[src/rtl/alu_arbiter_pkg.sv]
// rtl/alu_arbiter_pkg.sv - ALU opcodes and FSM state type for alu_arbiter (MUL state present when ALU_ARBITER_MUL_EN is defined)
package alu_arbiter_pkg;

    localparam logic [3:0] OP_AND = 4'b0000;
    localparam logic [3:0] OP_OR  = 4'b0001;
    localparam logic [3:0] OP_ADD = 4'b0010;
    localparam logic [3:0] OP_SUB = 4'b0110;
    localparam logic [3:0] OP_SLT = 4'b0111;
    localparam logic [3:0] OP_NOR = 4'b1100;
    localparam logic [3:0] OP_MUL = 4'b1000;

    typedef enum logic [1:0] {
        IDLE = 2'd0,
        EXEC = 2'd1,
`ifdef ALU_ARBITER_MUL_EN
        MUL  = 2'd2,
`endif
        RESP = 2'd3
    } state_t;

endpackage

[src/rtl/alu_rr_grant.sv]
// rtl/alu_rr_grant.sv - two-way round-robin grant; pointer picks the winner only when both requesters are valid
module alu_rr_grant (
    input  logic valid_0,
    input  logic valid_1,
    input  logic pointer,
    output logic grant_0,
    output logic grant_1
);

    always_comb begin
        grant_0 = valid_0 && (!valid_1 || !pointer);
        grant_1 = valid_1 && (!valid_0 || pointer);
    end

endmodule

[src/rtl/alu_arbiter.sv]
// rtl/alu_arbiter.sv - shares one combinational ALU between two requesters; ALU_ARBITER_MUL_EN adds an iterative shift-add multiply
module alu_arbiter
    import alu_arbiter_pkg::*;
#(
    parameter logic [3:0] MUL_OP = 4'b1000
) (
    input  logic        clk,
    input  logic        rst,
    input  logic        req_valid_0,
    output logic        req_ready_0,
    input  logic [31:0] req_a_0,
    input  logic [31:0] req_b_0,
    input  logic [3:0]  req_op_0,
    input  logic        req_valid_1,
    output logic        req_ready_1,
    input  logic [31:0] req_a_1,
    input  logic [31:0] req_b_1,
    input  logic [3:0]  req_op_1,
    output logic        resp_valid_0,
    output logic [31:0] resp_result_0,
    output logic        resp_zero_0,
    output logic        resp_cout_0,
    output logic        resp_valid_1,
    output logic [31:0] resp_result_1,
    output logic        resp_zero_1,
    output logic        resp_cout_1,
    output logic [31:0] alu_a,
    output logic [31:0] alu_b,
    output logic [3:0]  alu_op,
    input  logic [31:0] alu_result,
    input  logic        alu_zero,
    input  logic        alu_cout
);

    state_t      state, state_nx;
    logic        pointer;
    logic        owner;
    logic        grant_0, grant_1;
    logic        hs_0, hs_1, start;
    logic [31:0] sel_a, sel_b;
    logic [3:0]  sel_op;
    logic        is_mul;
    logic        cap_en;
    logic [31:0] cap_result;
    logic        cap_zero, cap_cout;
`ifdef ALU_ARBITER_MUL_EN
    logic [31:0] mplier;
    logic [4:0]  mul_cnt;
`endif

    alu_rr_grant u_grant (
        .valid_0 (req_valid_0),
        .valid_1 (req_valid_1),
        .pointer (pointer),
        .grant_0 (grant_0),
        .grant_1 (grant_1)
    );

    assign req_ready_0 = (state == IDLE) && grant_0 && !rst;
    assign req_ready_1 = (state == IDLE) && grant_1 && !rst;
    assign hs_0        = req_valid_0 && req_ready_0;
    assign hs_1        = req_valid_1 && req_ready_1;
    assign start       = hs_0 || hs_1;
    assign sel_a       = hs_1 ? req_a_1  : req_a_0;
    assign sel_b       = hs_1 ? req_b_1  : req_b_0;
    assign sel_op      = hs_1 ? req_op_1 : req_op_0;
    assign is_mul      = (sel_op == MUL_OP);

    always_ff @(posedge clk) begin
        if (rst) begin
            state <= IDLE;
        end else begin
            state <= state_nx;
        end
    end

    always_comb begin
        state_nx = state;
        case (state)
            IDLE: begin
                if (start) begin
`ifdef ALU_ARBITER_MUL_EN
                    state_nx = is_mul ? MUL : EXEC;
`else
                    state_nx = EXEC;
`endif
                end
            end
            EXEC: state_nx = RESP;
`ifdef ALU_ARBITER_MUL_EN
            MUL: begin
                if (mul_cnt == 5'd31) begin
                    state_nx = RESP;
                end
            end
`endif
            RESP:    state_nx = IDLE;
            default: state_nx = IDLE;
        endcase
    end

    // The final multiply step folds its own add into the captured result.
    always_comb begin
        cap_en     = (state == EXEC);
        cap_result = alu_result;
        cap_zero   = alu_zero;
        cap_cout   = alu_cout;
`ifdef ALU_ARBITER_MUL_EN
        if ((state == MUL) && (mul_cnt == 5'd31)) begin
            cap_en     = 1'b1;
            cap_result = mplier[0] ? alu_result : alu_a;
            cap_zero   = (cap_result == 32'd0);
            cap_cout   = 1'b0;
        end
`endif
    end

    always_ff @(posedge clk) begin
        if (rst) begin
            pointer       <= 1'b0;
            owner         <= 1'b0;
            alu_a         <= 32'd0;
            alu_b         <= 32'd0;
            alu_op        <= 4'b0000;
            resp_valid_0  <= 1'b0;
            resp_result_0 <= 32'd0;
            resp_zero_0   <= 1'b0;
            resp_cout_0   <= 1'b0;
            resp_valid_1  <= 1'b0;
            resp_result_1 <= 32'd0;
            resp_zero_1   <= 1'b0;
            resp_cout_1   <= 1'b0;
`ifdef ALU_ARBITER_MUL_EN
            mplier        <= 32'd0;
            mul_cnt       <= 5'd0;
`endif
        end else begin
            resp_valid_0 <= cap_en && !owner;
            resp_valid_1 <= cap_en && owner;
            if (cap_en && !owner) begin
                resp_result_0 <= cap_result;
                resp_zero_0   <= cap_zero;
                resp_cout_0   <= cap_cout;
            end
            if (cap_en && owner) begin
                resp_result_1 <= cap_result;
                resp_zero_1   <= cap_zero;
                resp_cout_1   <= cap_cout;
            end
            if (start) begin
                owner   <= hs_1;
                pointer <= !hs_1;
                alu_a   <= sel_a;
                alu_b   <= sel_b;
`ifdef ALU_ARBITER_MUL_EN
                alu_op  <= sel_op;
                // alu_a doubles as the accumulator and alu_b as the shifting multiplicand.
                if (is_mul) begin
                    alu_a   <= 32'd0;
                    alu_b   <= sel_a;
                    alu_op  <= OP_ADD;
                    mplier  <= sel_b;
                    mul_cnt <= 5'd0;
                end
`else
                alu_op  <= is_mul ? MUL_OP : sel_op;
`endif
            end
`ifdef ALU_ARBITER_MUL_EN
            if (state == MUL) begin
                if (mplier[0]) begin
                    alu_a <= alu_result;
                end
                alu_b   <= alu_b << 1;
                mplier  <= mplier >> 1;
                mul_cnt <= mul_cnt + 5'd1;
            end
`endif
        end
    end

endmodule

[config.mk]
export PLATFORM = sky130hd
export DESIGN_NAME = alu_arbiter
export DESIGN_NICKNAME = d
export VERILOG_FILES = /design/src/rtl/alu_arbiter_pkg.sv /design/src/rtl/alu_rr_grant.sv /design/src/rtl/alu_arbiter.sv
export SDC_FILE = /design/constraint.sdc
export NUM_CORES = 1
export LEC_CHECK = 0
export ABC_AREA = 1
export CAP_MARGIN = 5
export CORE_UTILIZATION = 41
export CTS_CLUSTER_SIZE = 8
export DETAILED_ROUTE_END_ITERATION = 12
export PLACE_DENSITY = 0.85
export SLEW_MARGIN = 20
export SYNTH_ARGS = -nofsm -noshare
export SYNTH_HDL_FRONTEND = slang
export SYNTH_SLANG_ARGS = --single-unit
[constraint.sdc]
create_clock -name clk -period 1.7 [get_ports clk]
set_input_delay 0.34 -clock clk [delete_from_list [all_inputs] [get_ports clk]]
set_output_delay 0.34 -clock clk [all_outputs]
set_load 0.02 [all_outputs]
==> impl_summary.log <==
[metrics] run status: complete, no violations
[metrics] final wirelength: 21.7 mm
[metrics] hold_ws: 0.378 ns
[metrics] routed wirelength normalized by instance count: 15.4 microns
[metrics] number of maximum-capacitance constraint violations: 0
[metrics] CTS sink count: 142
[metrics] mean cell area of the mapped netlist: 6.88 sq um
[metrics] initial core utilization: 42.0%
[metrics] fraction of post-synthesis cell area in the top cell type by area: 44.6%
[metrics] Seq/Total Area, Yosys: 44.6%
[metrics] hold violation total from the final report: 0
[metrics] relative contribution of combinational cells to total power: 23.0%
[metrics] final cycle utilization of the critical path: 96.9%
[metrics] total global routing overflow: 0
[metrics] final setup violating endpoints: 0
[metrics] Sequential Power Share: 38.1%
[metrics] global-route wire length before repair: 33.6 mm
[metrics] H-tree levels: 4
[metrics] first-pass iteration count of the detailed router: 5
[metrics] width of the chip: 127 microns
[metrics] total via count after detailed routing: 7173
[metrics] Finished Layout Cells: 1413
[metrics] worst hold path stage count: 5
[metrics] cells along the critical path: clkdlybuf4s50_1 -> inv_1 -> nor2_4 -> nand3_1 -> inv_1 -> buf_2
[metrics] half-perimeter wire length of the detailed placement result: 14.8 mm
[metrics] measured slew at the worst slew-check pin: 0.620 ns
[metrics] number of antenna violations at the first check in global routing: 0
[metrics] Slew Limit Fails: 0
[metrics] post-placement cell count: 1380
[metrics] vertical extent of the die: 127 microns
[metrics] power density over the cells: 949 nW/um^2
[metrics] share of cells above drive strength 1: 6.12%
[metrics] leakage power total: 4.82 nW
[metrics] worst slew margin relative to its limit: 58.7%
[metrics] Post-layout nets: 1386
[metrics] instance area at placement: 9770 sq um
[metrics] buffer count from post-CTS setup fixing: 0
[metrics] Stages on worst setup path: 6
[metrics] Global Route met3 Usage: 11.3%
[metrics] DIE AREA: 16100 sq um
[metrics] Hold/Removal Path Class: in2reg
[metrics] count of antenna-violating nets left after detailed routing: 0
[metrics] peak supply drop: 828 uV
[metrics] final period demand of the worst path: 1.65 ns
[metrics] data required time at the worst endpoint: 1.36 ns
[metrics] crit path buf inv count: 4
[metrics] synthesized flop and latch total: 142
[metrics] number of buffers inserted during clock tree synthesis: 17
[metrics] worst min-delay path startpoint: rst
[metrics] drt initial violations: 486
[metrics] drt via density: 5.08
[metrics] kind of cell with the highest combined delay on the critical path: buffers and inverters
[metrics] Core Footprint: 15200 sq um
[metrics] clock tree from TritonCTS: built
[metrics] via count of the first global-routing pass: 6860
[metrics] Worst Reg-to-Reg Cells: 7
[metrics] port buffer count: 313
[metrics] clk buf depth: 2
[metrics] number of library cell types mapped by synthesis: 17
[metrics] arrival time at the worst endpoint: 1.31 ns
[metrics] Setup CP Type: in2out
[metrics] CP max-delay cell: sky130_fd_sc_hd__clkdlybuf4s50_1
[metrics] worst flop-to-flop path startpoint: state[1]
[metrics] Clk network pwr share: 38.9%
[metrics] setup clock skew after layout: 0.00893 ns
[metrics] capture instance of the worst register-to-register path: alu_b[20]
[metrics] Std-Cell Rows: 45
[metrics] area leader, netlist: sky130_fd_sc_hd__dfxtp_1
[metrics] Final Wtd Congestion: 0.878
[metrics] Worst Setup Slack post-DPL: -0.408 ns
[metrics] internal portion of total power: 0.00687 W
[metrics] reg2reg setup slack: 0.15 ns
[metrics] count of inserted antenna diode cells: 0
[metrics] count of hold buffers inserted by post-cts repair: 0
[metrics] Global Route met2 Usage: 45.9%
[metrics] min setup slack post-route: 0.0533 ns
[metrics] clock transition time at the flip-flop clock pins of the worst setup and hold paths: 0.06 ns
[metrics] proportion of total power due to net switching: 29.3%
[metrics] f_max: 607 MHz
[metrics] Remaining DRCs: 0
[metrics] overall global routing resource usage: 26.4%
[metrics] io pins: 314
[metrics] largest stage delay on the critical path: 0.48 ns
[metrics] pin count of the biggest net entering global routing: 111
[metrics] synthesized instance count: 927
[metrics] post-route cell area: 10200 sq um
[metrics] GRT busiest layer: met2
[metrics] later-pin clock latency in the skew report: 0.42 ns
[metrics] RSZ-0062 raised after global routing: no
[metrics] top post-synthesis cells by area: sky130_fd_sc_hd__dfxtp_1 (45%), sky130_fd_sc_hd__nand4_1 (13%), sky130_fd_sc_hd__nor2_1 (12%)
[metrics] Total Negative Setup Slacks: 0 ns
[metrics] Filler cells: 1370
[metrics] Hold Path Sink: owner
[metrics] GR Layer Usage met1: 26.9%
[metrics] clock root buffer: sky130_fd_sc_hd__clkbuf_16
[metrics] synthesis-to-layout area growth: 60.6%
[metrics] count of synthesis-stage warnings from yosys: 0
[metrics] most prevalent standard cell on the critical path: sky130_fd_sc_hd__inv_1
[metrics] peak fanout along the critical path: 2
[metrics] Mapped Nets: 1101
[metrics] Setup crit end kind: output pin
[metrics] net switching power: 0.00285 W
[metrics] mapped cell area: 6380 sq um
[metrics] critical path launch point type: input pin
## synthesized netlist by cell type
cell	count
sky130_fd_sc_hd__nor2_1	207
sky130_fd_sc_hd__inv_1	145
sky130_fd_sc_hd__dfxtp_1	142
sky130_fd_sc_hd__nand4_1	136
sky130_fd_sc_hd__nand2_1	71
sky130_fd_sc_hd__a21oi_1	68
sky130_fd_sc_hd__o21ai_0	65
sky130_fd_sc_hd__clkbuf_1	44
sky130_fd_sc_hd__buf_2	29
sky130_fd_sc_hd__nand3_1	4
sky130_fd_sc_hd__o21ai_1	4
sky130_fd_sc_hd__buf_4	3
sky130_fd_sc_hd__nor2_2	3
sky130_fd_sc_hd__a211oi_1	2
sky130_fd_sc_hd__buf_1	2
sky130_fd_sc_hd__buf_6	1
sky130_fd_sc_hd__nand2_2	1
## power by group through the flow
stage          Sequential [W]  Combinational [W]  Clock [W]
3_5_place_dp          0.00378            0.00237          0
3_3_place_gp          0.00377            0.00233          0
6_report              0.00370            0.00224    0.00378
5_1_grt               0.00373            0.00243    0.00400
4_1_cts               0.00371            0.00222    0.00384
2_1_floorplan         0.00407           0.000859          0
## routing by layer
metal / vias up / part of all wire, %
li1: 3583 / -
met1: 3227 / 38
met2: 307 / 48
met3: 56 / 11
met4: 0 / 3.9
met5: - / 0
## metrics by stage
step	utilization [%]	total power [W]
floorplan	-	0.00492
global placement	64.2	0.00610
detailed placement	64.2	0.00615
CTS	67.0	0.00977
global route	67.4	0.0102
finish	67.4	0.00972
## how the worst max path moves through the flow
stage,start,to
floorplan,state[0],alu_a[22]
global placement,req_valid_1,req_ready_1
detailed placement,req_valid_1,req_ready_1
CTS,alu_a[16],alu_a[16]
global route,req_valid_0,req_ready_0
finish,req_valid_0,req_ready_0
## flip-flops by register name, indices dropped and copies added (netlist names), 2 cells and up
| signal | flops |
|---|---|
| alu_b | 32 |
| state | 2 |
| alu_op | 4 |
| alu_a | 32 |
| resp_result_0 | 32 |
| resp_result_1 | 32 |
## worst register-to-register path: cells and delay by family (launching register included)
family / cells / cell delay (ns)
buffers and inverters: 2 / 0.45
DFF: 1 / 0.33
and+or+nand+nor: 5 / 0.72
## area by class of cell
type                    count  area, sq um  area share [%]
clock buffers              19          433            4.23
well taps                 188          235            2.30
multi-input cells         561         2680            26.1
clock inverters            13          164            1.60
repair buffers            345         3350            32.7
flip-flops and latches    142         2840            27.8
inverters                 145          544            5.31
## logic make-up (layout without fill, tap and decap cells)
group                  count (synthesis)  count (layout)  share of synthesized area (%)
and+or+nand+nor                      422             422                           30.4
DFF                                  142             142                           44.6
AOI/OAI and AO/OA                    139             139                           11.0
buffers and inverters                224             522                           14.0
## cell usage in the layout (no fill, tap or decap), drive strengths merged
cell	n
dlygate4sd2	130
inv	147
bufinv	3
clkdlybuf4s50	172
nand2	72
o21ai	69
a21oi	68
a211oi	2
buf	34
dlymetal6s2s	8
clkinvlp	2
nor2	210
dfxtp	142
nand4	136
clkbuf	20
nand3	4
clkinv	6
## timing repair
action                                  CTS  global route
resized for setup                       139            10
gates cloned                              0             1
endpoints found under the setup margin  132            10
Note: power is estimated with default switching activity, not from simulation.
